$ cat src/rtl/shiftregister_cfg_ctrl_if.sv
// Host handshake and PLL configuration chain signals for shiftregister_cfg_ctrl.
// The slave modport is the controller; the master modport is the host/chain side.
interface shiftregister_cfg_ctrl_if #(
  parameter int N = 100
);
  logic [N-1:0] cfg_data;
  logic         cfg_valid;
  logic         cfg_ready;
  logic         rb_valid_in;
  logic         rb_ready;
  logic [N-1:0] rb_data;
  logic         rb_valid;
  logic         busy;
  logic         done;
  logic         sr_shift_en;
  logic         sr_s_in;
  logic         sr_s_out;
  logic         sr_load;
  logic         sr_read;

  modport slave (
    input  cfg_data, cfg_valid, rb_valid_in, sr_s_out,
    output cfg_ready, rb_ready, rb_data, rb_valid, busy, done,
           sr_shift_en, sr_s_in, sr_load, sr_read
  );

  modport master (
    output cfg_data, cfg_valid, rb_valid_in, sr_s_out,
    input  cfg_ready, rb_ready, rb_data, rb_valid, busy, done,
           sr_shift_en, sr_s_in, sr_load, sr_read
  );
endinterface

$ cat src/rtl/shiftregister_cfg_ctrl.sv
// Write/readback sequencer for the N-bit PLL configuration shift chain.
// Optional CFGCTL_CLKDIV_EN: chain steps advance only on a prescaler tick every DIV clocks.
//
// state    | meaning
// S_IDLE   | ready for a write (priority) or readback request
// S_WSHIFT | shift N config bits into the chain, bit 0 first
// S_WLOAD  | one load strobe commits the chain to the config outputs
// S_RCAP   | one read strobe captures status into the chain
// S_RSHIFT | shift N status bits out, recirculating them into the chain
// S_FIN    | one-cycle done (plus rb_valid after a readback)
module shiftregister_cfg_ctrl #(
  parameter int N   = 100,
  parameter int DIV = 4
) (
  input  logic                     clk,
  input  logic                     reset_n,
  shiftregister_cfg_ctrl_if.slave  ctl
);

  localparam int CW = $clog2(N);

  typedef enum logic [2:0] {
    S_IDLE, S_WSHIFT, S_WLOAD, S_RCAP, S_RSHIFT, S_FIN
  } state_t;

  state_t       state_q, state_d;
  logic [N-1:0] tx_q, tx_d;
  logic [N-1:0] rx_q, rx_d;
  logic [N-1:0] rb_data_q, rb_data_d;
  logic [CW-1:0] cnt_q, cnt_d;
  logic         is_rb_q, is_rb_d;
  logic         tick;
  logic         last_bit;

  logic         cfg_ready_o, rb_ready_o, rb_valid_o, busy_o, done_o;
  logic         shift_en_o, s_in_o, load_o, read_o;

`ifdef CFGCTL_CLKDIV_EN
  localparam int PW = (DIV > 1) ? $clog2(DIV) : 1;
  logic [PW-1:0] presc_q, presc_d;

  // Held at zero in IDLE so the first step of every operation is a full DIV period.
  always_comb begin
    presc_d = presc_q;
    if (state_q == S_IDLE || presc_q == PW'(DIV - 1)) begin
      presc_d = '0;
    end else begin
      presc_d = presc_q + 1'b1;
    end
  end

  always_ff @(posedge clk or negedge reset_n) begin
    if (!reset_n) begin
      presc_q <= '0;
    end else begin
      presc_q <= presc_d;
    end
  end

  assign tick = (presc_q == PW'(DIV - 1));
`else
  assign tick = 1'b1;
`endif

  assign last_bit = (cnt_q == CW'(N - 1));

  always_comb begin
    state_d     = state_q;
    tx_d        = tx_q;
    rx_d        = rx_q;
    rb_data_d   = rb_data_q;
    cnt_d       = cnt_q;
    is_rb_d     = is_rb_q;
    cfg_ready_o = 1'b0;
    rb_ready_o  = 1'b0;
    rb_valid_o  = 1'b0;
    busy_o      = 1'b1;
    done_o      = 1'b0;
    shift_en_o  = 1'b0;
    s_in_o      = 1'b0;
    load_o      = 1'b0;
    read_o      = 1'b0;

    unique case (state_q)
      S_IDLE: begin
        busy_o      = 1'b0;
        cfg_ready_o = 1'b1;
        rb_ready_o  = ~ctl.cfg_valid;
        if (ctl.cfg_valid) begin
          tx_d    = ctl.cfg_data;
          cnt_d   = '0;
          is_rb_d = 1'b0;
          state_d = S_WSHIFT;
        end else if (ctl.rb_valid_in) begin
          cnt_d   = '0;
          is_rb_d = 1'b1;
          state_d = S_RCAP;
        end
      end
      S_WSHIFT: begin
        shift_en_o = tick;
        s_in_o     = tx_q[0];
        if (tick) begin
          tx_d = tx_q >> 1;
          if (last_bit) begin
            cnt_d   = '0;
            state_d = S_WLOAD;
          end else begin
            cnt_d = cnt_q + 1'b1;
          end
        end
      end
      S_WLOAD: begin
        shift_en_o = tick;
        load_o     = 1'b1;
        if (tick) state_d = S_FIN;
      end
      S_RCAP: begin
        shift_en_o = tick;
        read_o     = 1'b1;
        if (tick) state_d = S_RSHIFT;
      end
      S_RSHIFT: begin
        // Recirculate so the chain still holds the captured status afterwards.
        shift_en_o = tick;
        s_in_o     = ctl.sr_s_out;
        if (tick) begin
          rx_d = {ctl.sr_s_out, rx_q[N-1:1]};
          if (last_bit) begin
            rb_data_d = {ctl.sr_s_out, rx_q[N-1:1]};
            cnt_d     = '0;
            state_d   = S_FIN;
          end else begin
            cnt_d = cnt_q + 1'b1;
          end
        end
      end
      S_FIN: begin
        done_o     = 1'b1;
        rb_valid_o = is_rb_q;
        state_d    = S_IDLE;
      end
      default: state_d = S_IDLE;
    endcase
  end

  always_ff @(posedge clk or negedge reset_n) begin
    if (!reset_n) begin
      state_q   <= S_IDLE;
      tx_q      <= '0;
      rx_q      <= '0;
      rb_data_q <= '0;
      cnt_q     <= '0;
      is_rb_q   <= 1'b0;
    end else begin
      state_q   <= state_d;
      tx_q      <= tx_d;
      rx_q      <= rx_d;
      rb_data_q <= rb_data_d;
      cnt_q     <= cnt_d;
      is_rb_q   <= is_rb_d;
    end
  end

  assign ctl.cfg_ready   = cfg_ready_o;
  assign ctl.rb_ready    = rb_ready_o;
  assign ctl.rb_data     = rb_data_q;
  assign ctl.rb_valid    = rb_valid_o;
  assign ctl.busy        = busy_o;
  assign ctl.done        = done_o;
  assign ctl.sr_shift_en = shift_en_o;
  assign ctl.sr_s_in     = s_in_o;
  assign ctl.sr_load     = load_o;
  assign ctl.sr_read     = read_o;

endmodule

$ cat src/flat_wrapper.sv
// flat-port wrapper written by rule: the top's interface ports become plain ports
module shiftregister_cfg_ctrl_flat 
#(
  parameter int N   = 100,
  parameter int DIV = 4
)
  (clk, reset_n, ctl_cfg_data, ctl_cfg_valid, ctl_rb_valid_in, ctl_sr_s_out, ctl_cfg_ready, ctl_rb_ready, ctl_rb_data, ctl_rb_valid, ctl_busy, ctl_done, ctl_sr_shift_en, ctl_sr_s_in, ctl_sr_load, ctl_sr_read);
  shiftregister_cfg_ctrl_if #(.N(N)) ctl_i ();
  input  logic clk;
  input  logic reset_n;
  input wire logic [$bits(ctl_i.cfg_data)-1:0] ctl_cfg_data;
  input wire logic [$bits(ctl_i.cfg_valid)-1:0] ctl_cfg_valid;
  input wire logic [$bits(ctl_i.rb_valid_in)-1:0] ctl_rb_valid_in;
  input wire logic [$bits(ctl_i.sr_s_out)-1:0] ctl_sr_s_out;
  output wire logic [$bits(ctl_i.cfg_ready)-1:0] ctl_cfg_ready;
  output wire logic [$bits(ctl_i.rb_ready)-1:0] ctl_rb_ready;
  output wire logic [$bits(ctl_i.rb_data)-1:0] ctl_rb_data;
  output wire logic [$bits(ctl_i.rb_valid)-1:0] ctl_rb_valid;
  output wire logic [$bits(ctl_i.busy)-1:0] ctl_busy;
  output wire logic [$bits(ctl_i.done)-1:0] ctl_done;
  output wire logic [$bits(ctl_i.sr_shift_en)-1:0] ctl_sr_shift_en;
  output wire logic [$bits(ctl_i.sr_s_in)-1:0] ctl_sr_s_in;
  output wire logic [$bits(ctl_i.sr_load)-1:0] ctl_sr_load;
  output wire logic [$bits(ctl_i.sr_read)-1:0] ctl_sr_read;
  assign ctl_i.cfg_data = ctl_cfg_data;
  assign ctl_i.cfg_valid = ctl_cfg_valid;
  assign ctl_i.rb_valid_in = ctl_rb_valid_in;
  assign ctl_i.sr_s_out = ctl_sr_s_out;
  assign ctl_cfg_ready = ctl_i.cfg_ready;
  assign ctl_rb_ready = ctl_i.rb_ready;
  assign ctl_rb_data = ctl_i.rb_data;
  assign ctl_rb_valid = ctl_i.rb_valid;
  assign ctl_busy = ctl_i.busy;
  assign ctl_done = ctl_i.done;
  assign ctl_sr_shift_en = ctl_i.sr_shift_en;
  assign ctl_sr_s_in = ctl_i.sr_s_in;
  assign ctl_sr_load = ctl_i.sr_load;
  assign ctl_sr_read = ctl_i.sr_read;
  shiftregister_cfg_ctrl #(.N(N), .DIV(DIV)) u_core (.clk(clk), .reset_n(reset_n), .ctl(ctl_i));
endmodule
$ cat config.mk
export PLATFORM = sky130hd
export DESIGN_NAME = shiftregister_cfg_ctrl_flat
export DESIGN_NICKNAME = d
export VERILOG_FILES = /design/src/rtl/shiftregister_cfg_ctrl_if.sv /design/src/rtl/shiftregister_cfg_ctrl.sv /design/src/flat_wrapper.sv
export SDC_FILE = /design/constraint.sdc
export NUM_CORES = 1
export LEC_CHECK = 0
export CORE_UTILIZATION = 50
export CTS_BUF_LIST = sky130_fd_sc_hd__clkbuf_8
export CTS_CLUSTER_SIZE = 10
export DETAILED_ROUTE_END_ITERATION = 12
export GPL_ROUTABILITY_DRIVEN = 0
export GPL_TIMING_DRIVEN = 0
export PLACE_DENSITY_LB_ADDON = 0.12
export SETUP_SLACK_MARGIN = 0.1
export SLEW_MARGIN = 20
export SYNTH_ARGS = -nofsm -noshare
export SYNTH_HDL_FRONTEND = slang
export SYNTH_SLANG_ARGS = --single-unit
$ cat constraint.sdc
create_clock -name clk -period 3.6 [get_ports clk]
set_input_delay 1.08 -clock clk [delete_from_list [all_inputs] [get_ports clk]]
set_output_delay 1.08 -clock clk [all_outputs]
set_load 0.02 [all_outputs]
==> results of run 1 <==
[sequential cells by signal, indices dropped and copies added, names as in the netlist]
signal,flops
u_core.ctl.rb_data,100
u_core.tx_q,100
u_core.rx_q,99
u_core.cnt_q,7
u_core.state_q,3
u_core.is_rb_q,1
[how the worst max path moves through the flow]
stage / slack, ns / from / cells past startpoint / to
5_1_grt: 0.11 / u_core.state_q[2] / 7 / ctl_sr_s_in
6_report: 0.25 / u_core.state_q[2] / 7 / ctl_sr_s_in
4_1_cts: 0.12 / ctl_cfg_valid / 3 / ctl_rb_ready
3_3_place_gp: -11.97 / reset_n / 1 / u_core.ctl.rb_data[33]
2_1_floorplan: 1.03 / u_core.state_q[1] / 3 / ctl_rb_valid
3_5_place_dp: 0.05 / u_core.state_q[0] / 8 / ctl_sr_s_in
[cell type report]
cell class | instances | area, um2 | share of cell area [%]
flip-flops and latches | 310 | 7757 | 47.26
multi-input cells | 760 | 4576 | 27.87
repair buffers | 218 | 2236 | 13.62
clock buffers | 60 | 825.8 | 5.031
plain buffers | 70 | 470.5 | 2.866
well taps | 330 | 412.9 | 2.515
clock inverters | 29 | 130.1 | 0.7927
inverters | 2 | 7.507 | 0.04573
[through the flow]
stage	setup WS, ns	instances	setup TNS (ns)	utilization [%]
3_5_place_dp	0.04583	1689	0	61.46
3_3_place_gp	-11.97	1686	-3704.70	61.11
5_1_grt	0.1131	1779	0	65.38
2_1_floorplan	1.033	1143	0	-
4_1_cts	0.1217	1779	0	65.33
6_report	0.2495	1779	0	65.38
[cell usage after synthesis, types with 2 or more instances]
cell | number | area share, %
mux2_4 | 10 | 1.2
buf_6 | 9 | 0.79
or3b_1 | 2 | 0.14
or4_1 | 2 | 0.12
inv_1 | 2 | 0.059
o21ai_0 | 89 | 3.5
mux2_2 | 89 | 7.8
and2_1 | 2 | 0.098
buf_2 | 10 | 0.39
mux2i_1 | 101 | 7.9
clkbuf_1 | 40 | 1.2
nor2b_1 | 2 | 0.098
nor2_1 | 10 | 0.29
dfrtp_1 | 310 | 61
nor3b_1 | 2 | 0.12
o21ai_1 | 16 | 0.63
o31ai_1 | 2 | 0.12
nand3_1 | 3 | 0.12
nand2_1 | 403 | 12
buf_8 | 10 | 1.2
a21oi_1 | 7 | 0.27
nor3_1 | 2 | 0.078
[cell families (layout without fill, tap and decap cells)]
family                   after synthesis  count (layout)
AND/OR/NAND/NOR                      436             436
flip-flops                           310             310
multiplexers                         201             201
AO/OA/AOI/OAI                        121             121
buffers and inverters                 73             379
adder cells (fa/ha/maj)                1               1
XOR/XNOR                               1               1
[power by group]
| part | switching [mW] | total, mW | internal [mW] |
|---|---|---|---|
| Combinational | 0.103 | 0.224 | 0.121 |
| Clock | 1.36 | 2.87 | 1.51 |
| Sequential | 0.0214 | 3.54 | 3.51 |
[repair_timing]
action / in CTS / in global routing
setup buffers: 2 / 0
setup endpoints to repair: 1 / 3
hold buffers: 0 / 0
gates resized for setup: 4 / 5
cloned: 0 / 0
[layer usage]
metal	global-route usage [%]	wire length, um
met1	29.19	12670
met2	32.52	12140
met3	5.031	1726
met4	6.304	518
met5	0	0
[critical path, stage by stage, from the launching register on]
cell           delay (ns)
dfrtp_1              0.41
buf_2                0.22
nor3b_1              0.20
buf_4                0.15
buf_2                0.20
nand2_1              0.11
nand2_1              0.07
dlygate4sd2_1        0.33
==> reports/qor.csv, run 1 <==
stage,metric,value,unit
outcome,outcome,"finished, final reports clean",
sta,Slew @ Worst Pin,0.6881,ns
clocking,CTS tree,done,
route,Antenna Violating Nets Remaining,0,
setup_path,Worst R2R End,u_core.ctl.rb_data[0],
clocking,total CTS buffers,51,
clocking,clk buf depth,3,
logic_synthesis,Yosys cell types,42,
global_routing,remaining global-route overflow,0,
route,drt wl/cell,15.21,um
power_and_ir_drop,Tot Pwr,6.627,mW
placement,Placed Area,15430,um2
clocking,clk slew on worst S/H paths,0.07,ns
flow_run,MaxCap Viol Count,0,
placement,Port Buffers,213,
cells_and_area,design area,16420,um2
die,Core ar.,25110,um2
logic_synthesis,Ys Warns,0,
logic_synthesis,Synth async-reset ratio,100.0,%
hold_path,min-delay worst type,in2async,
global_routing,first-pass GRT wire length,44300,um
route,Residual DRC,0,
setup_path,critical path arrival,2.27,ns
clocking,Root Driver,clkbuf_8,
setup_path,CP Launch Type,register,
logic_synthesis,synthesized flop and latch total,310,
die,full die area,26240,um2
cells_and_area,Syn-to-layout area delta,28.26,%
route,DR pass1 iterations,5,
global_routing,largest net degree at the start of global routing,102,
sta,Final Max Slew Viols,0,
logic_synthesis,ys flop type,dfrtp_1,
clocking,later-pin clock latency in the skew report,0.57,ns
sta,setup violators final,0,
logic_synthesis,register area share after synthesis,60.61,%
sta,Hold Slack,0.3808,ns
sta,RSZ-0062 raised after global routing,no,
route,Vias,8957,
die,Die X,162.0,um
clocking,H-tree depth,2,
logic_synthesis,Syn Area/Cell,11.20,um2
logic_synthesis,Synth Area in Compound Gates,4.986,%
sta,Max Fclk,0.2985,GHz
setup_path,Reg2Reg Setup Slack,1.48,ns
logic_synthesis,Post-Synthesis Cell Area,12800,um2
cells_and_area,n_diodes,0,
logic_synthesis,Syn Nets,1249,
die,I/O pins,214,
setup_path,Worst Path Required,2.52,ns
power_and_ir_drop,worst vdd ir,0.0002788,V
global_routing,vias in the first global route,8860,
route,Post-Route WL,27050,um
setup_path,Reg-to-Reg Start,u_core.cnt_q[3],
route,Vias per Instance,5.035,
sta,Tmin final,3.350,ns
logic_synthesis,Post-synth EDFFs,0,
die,initial core utilization,50.97,%
setup_path,Reg2Reg Depth,5,
power_and_ir_drop,Pwr per Cell Area,403.7,nW/um2
setup_path,Crit. End Element,primary output,
cells_and_area,most frequent cells in the layout,"nand2_1 (403), dfrtp_1 (310), clkdlybuf4s50_1 (210)",
global_routing,initial antenna violation count,0,
cells_and_area,Layout Nets,1519,
sta,period utilisation layout,93.07,%
logic_synthesis,Adder-Cell Fraction of Synth Area,0.09776,%
cells_and_area,proportion of layout cells with a drive suffix above 1,14.22,%
logic_synthesis,simple-gate area share of the yosys netlist,13.57,%
global_routing,Tot GR Track Use,20.92,%
power_and_ir_drop,Pleak,7.188,nW
logic_synthesis,Gate Count Post-Synth,1143,
placement,HPWL after DPL,18110,um
die,# rows,58,
cells_and_area,# fillers,1988,
sta,Max-slew headroom,54.13,%
setup_path,"critical path fanouts, max",10,
logic_synthesis,mux share of post-synthesis cell area,16.99,%
route,Detailed Route Iter0 Violations,472,
cells_and_area,"most common cell after layout, fill and taps aside",nand2_1,
logic_synthesis,largest family of logic cells by synthesized area,multiplexers,
logic_synthesis,xor/xnor share of the synthesized area,0.06843,%
setup_path,Worst Setup Path Type,reg2out,
sta,final-report hold violation count,0,
clocking,TritonCTS Sinks,310,
die,die height,162.0,um
sta,Fin Clk Skew,0.02288,ns
Note: power is estimated with default switching activity, not from simulation.
==> inputs of run 2 (changes only) <==
--- a/config.mk
+++ b/config.mk
@@ -5,6 +5,7 @@
 export SDC_FILE = /design/constraint.sdc
 export NUM_CORES = 1
 export LEC_CHECK = 0
+export CORE_MARGIN = 1.5
 export CORE_UTILIZATION = 50
 export CTS_BUF_LIST = sky130_fd_sc_hd__clkbuf_8
 export CTS_CLUSTER_SIZE = 10
@@ -12,7 +13,7 @@
 export GPL_ROUTABILITY_DRIVEN = 0
 export GPL_TIMING_DRIVEN = 0
 export PLACE_DENSITY_LB_ADDON = 0.12
-export SETUP_SLACK_MARGIN = 0.1
+export SETUP_SLACK_MARGIN = 0.2
 export SLEW_MARGIN = 20
 export SYNTH_ARGS = -nofsm -noshare
 export SYNTH_HDL_FRONTEND = slang
==> reports/qor.csv, run 2 (synthesis results as in run 1) <==
stage,metric,value,unit
global_routing,remaining global-route overflow,0,
setup_path,Reg2Reg Setup Slack,1.46,ns
power_and_ir_drop,worst vdd ir,0.0004261,V
setup_path,Worst R2R End,u_core.ctl.rb_data[48],
die,I/O pins,214,
clocking,H-tree depth,2,
placement,Port Buffers,213,
clocking,Root Driver,clkbuf_8,
sta,period utilisation layout,90.72,%
sta,Final Max Slew Viols,0,
route,Post-Route WL,27420,um
route,DR top layer,met4,
route,DR pass1 iterations,4,
flow_run,MaxCap Viol Count,0,
global_routing,largest net degree at the start of global routing,85,
die,die height,163.0,um
sta,Slew @ Worst Pin,0.6732,ns
setup_path,CP cell instances,buf_4 -> buf_2 -> o21a_1 -> nor2_1 -> clkdlybuf4s50_1,
cells_and_area,Finished Layout Cells,1781,
global_routing,Tot GR Track Use,20.97,%
die,initial core utilization,50.82,%
cells_and_area,Syn-to-layout area delta,29.21,%
cells_and_area,proportion of layout cells with a drive suffix above 1,15.23,%
setup_path,Setup crit end,ctl_sr_shift_en,
sta,Tmin final,3.266,ns
outcome,outcome,"finished, final reports clean",
power_and_ir_drop,Pwr per Cell Area,410.0,nW/um2
cells_and_area,most frequent cells in the layout,"nand2_1 (403), dfrtp_1 (309), clkdlybuf4s50_1 (209)",
route,Vias,8968,
setup_path,Reg2Reg Depth,6,
clocking,total CTS buffers,51,
cells_and_area,n_diodes,0,
route,met2 routed WL,12480,um
placement,HPWL after DPL,18540,um
route,Residual DRC,0,
sta,Fin Clk Skew,0.02802,ns
setup_path,Crit-path slowest cell,clkdlybuf4s50_1,
route,Vias per Instance,5.035,
route,drt wl/cell,15.40,um
power_and_ir_drop,Pleak,7.214,nW
setup_path,CP max stage delay,0.63,ns
cells_and_area,"most common cell after layout, fill and taps aside",nand2_1,
setup_path,CP Launch Type,register,
clocking,CTS tree,done,
route,Antenna Violating Nets Remaining,0,
setup_path,Reg-to-Reg Start,u_core.cnt_q[0],
die,Core ar.,25180,um2
die,# rows,58,
sta,setup violators final,0,
setup_path,Crit. End Element,primary output,
sta,Max Fclk,0.3062,GHz
clocking,later-pin clock latency in the skew report,0.57,ns
sta,Max-slew headroom,55.12,%
setup_path,Worst Setup Path Type,reg2out,
global_routing,first-pass GRT wire length,44500,um
sta,final-report hold violation count,0,
global_routing,vias in the first global route,8814,
hold_path,min-delay worst type,in2async,
global_routing,initial antenna violation count,0,
cells_and_area,# fillers,1960,
setup_path,Worst Path Required,2.52,ns
route,Detailed Route Iter0 Violations,600,
clocking,clk buf depth,3,
setup_path,CP Launch Point,u_core.state_q[0],
placement,dpl cells,1690,
setup_path,"critical path fanouts, max",10,
die,Die X,163.0,um
route,met3 WL,1787,um
clocking,clk slew on worst S/H paths,0.06,ns
sta,Hold Slack,0.4176,ns
clocking,TritonCTS Sinks,310,
sta,RSZ-0062 raised after global routing,no,
route,wire length on met1,12710,um
die,full die area,26570,um2
cells_and_area,Layout Nets,1524,
setup_path,critical path arrival,2.19,ns
[run 2: stage by stage]
stage	setup WS (ns)	utilization (%)	instance area (um2)	TNS (ns)	total power, mW
after CTS	0.1823	65.48	16490	0	6.875
after floorplan	1.033	-	12800	0	3.615
final	0.3341	65.67	16540	0	6.780
after global placement	-12.01	60.93	15340	-3710.54	3.818
after global routing	0.2086	65.67	16540	0	7.066
after detailed placement	0.03195	61.39	15460	0	3.831
[run 2: how the worst min path moves through the flow]
| stage | start | endpoint |
|---|---|---|
| after CTS | reset_n | u_core.tx_q[19] |
| final | reset_n | u_core.tx_q[15] |
| after detailed placement | u_core.tx_q[5] | u_core.tx_q[4] |
| after global placement | u_core.tx_q[34] | u_core.tx_q[33] |
| after floorplan | u_core.rx_q[1] | u_core.rx_q[1] |
| after global routing | reset_n | u_core.tx_q[16] |
[run 2: area by class of cell]
| type | instances | area (um2) | area share, % |
|---|---|---|---|
| tap | 330 | 412.9 | 2.497 |
| buffer | 71 | 486.7 | 2.943 |
| clock inverter | 25 | 162.7 | 0.9836 |
| timing repair buffer | 222 | 2283 | 13.81 |
| multi-input combinational | 760 | 4586 | 27.73 |
| clock buffer | 61 | 839.6 | 5.077 |
| inverter | 2 | 7.507 | 0.04540 |
| sequential | 310 | 7759 | 46.92 |
[run 2: power by group]
group          total [mW]  internal (mW)  switching (mW)
Clock                3.02           1.67            1.35
Combinational       0.229          0.124           0.104
Sequential           3.54           3.51          0.0215
[run 2: repair_timing]
action,CTS,global route
gates resized for setup,12,7
pin swaps,0,1
gates cloned,0,0
buffers inserted,1,4
hold buffers,0,0
endpoints found under the setup margin,3,3
[run 2: worst max-delay path: cells and delay by family, from the launching register on]
kind,cells,cell delay (ns)
buffers and inverters,3,0.95
flip-flops,1,0.41
AND/OR/NAND/NOR,1,0.08
AO/OA/AOI/OAI,1,0.20
[run 2: layer usage]
metal / GRT usage, % / vias to the layer above
met5: 0 / -
met4: 6.464 / 0
met3: 5.297 / 37
met2: 32.15 / 205
met1: 29.45 / 4369
li1: - / 4357
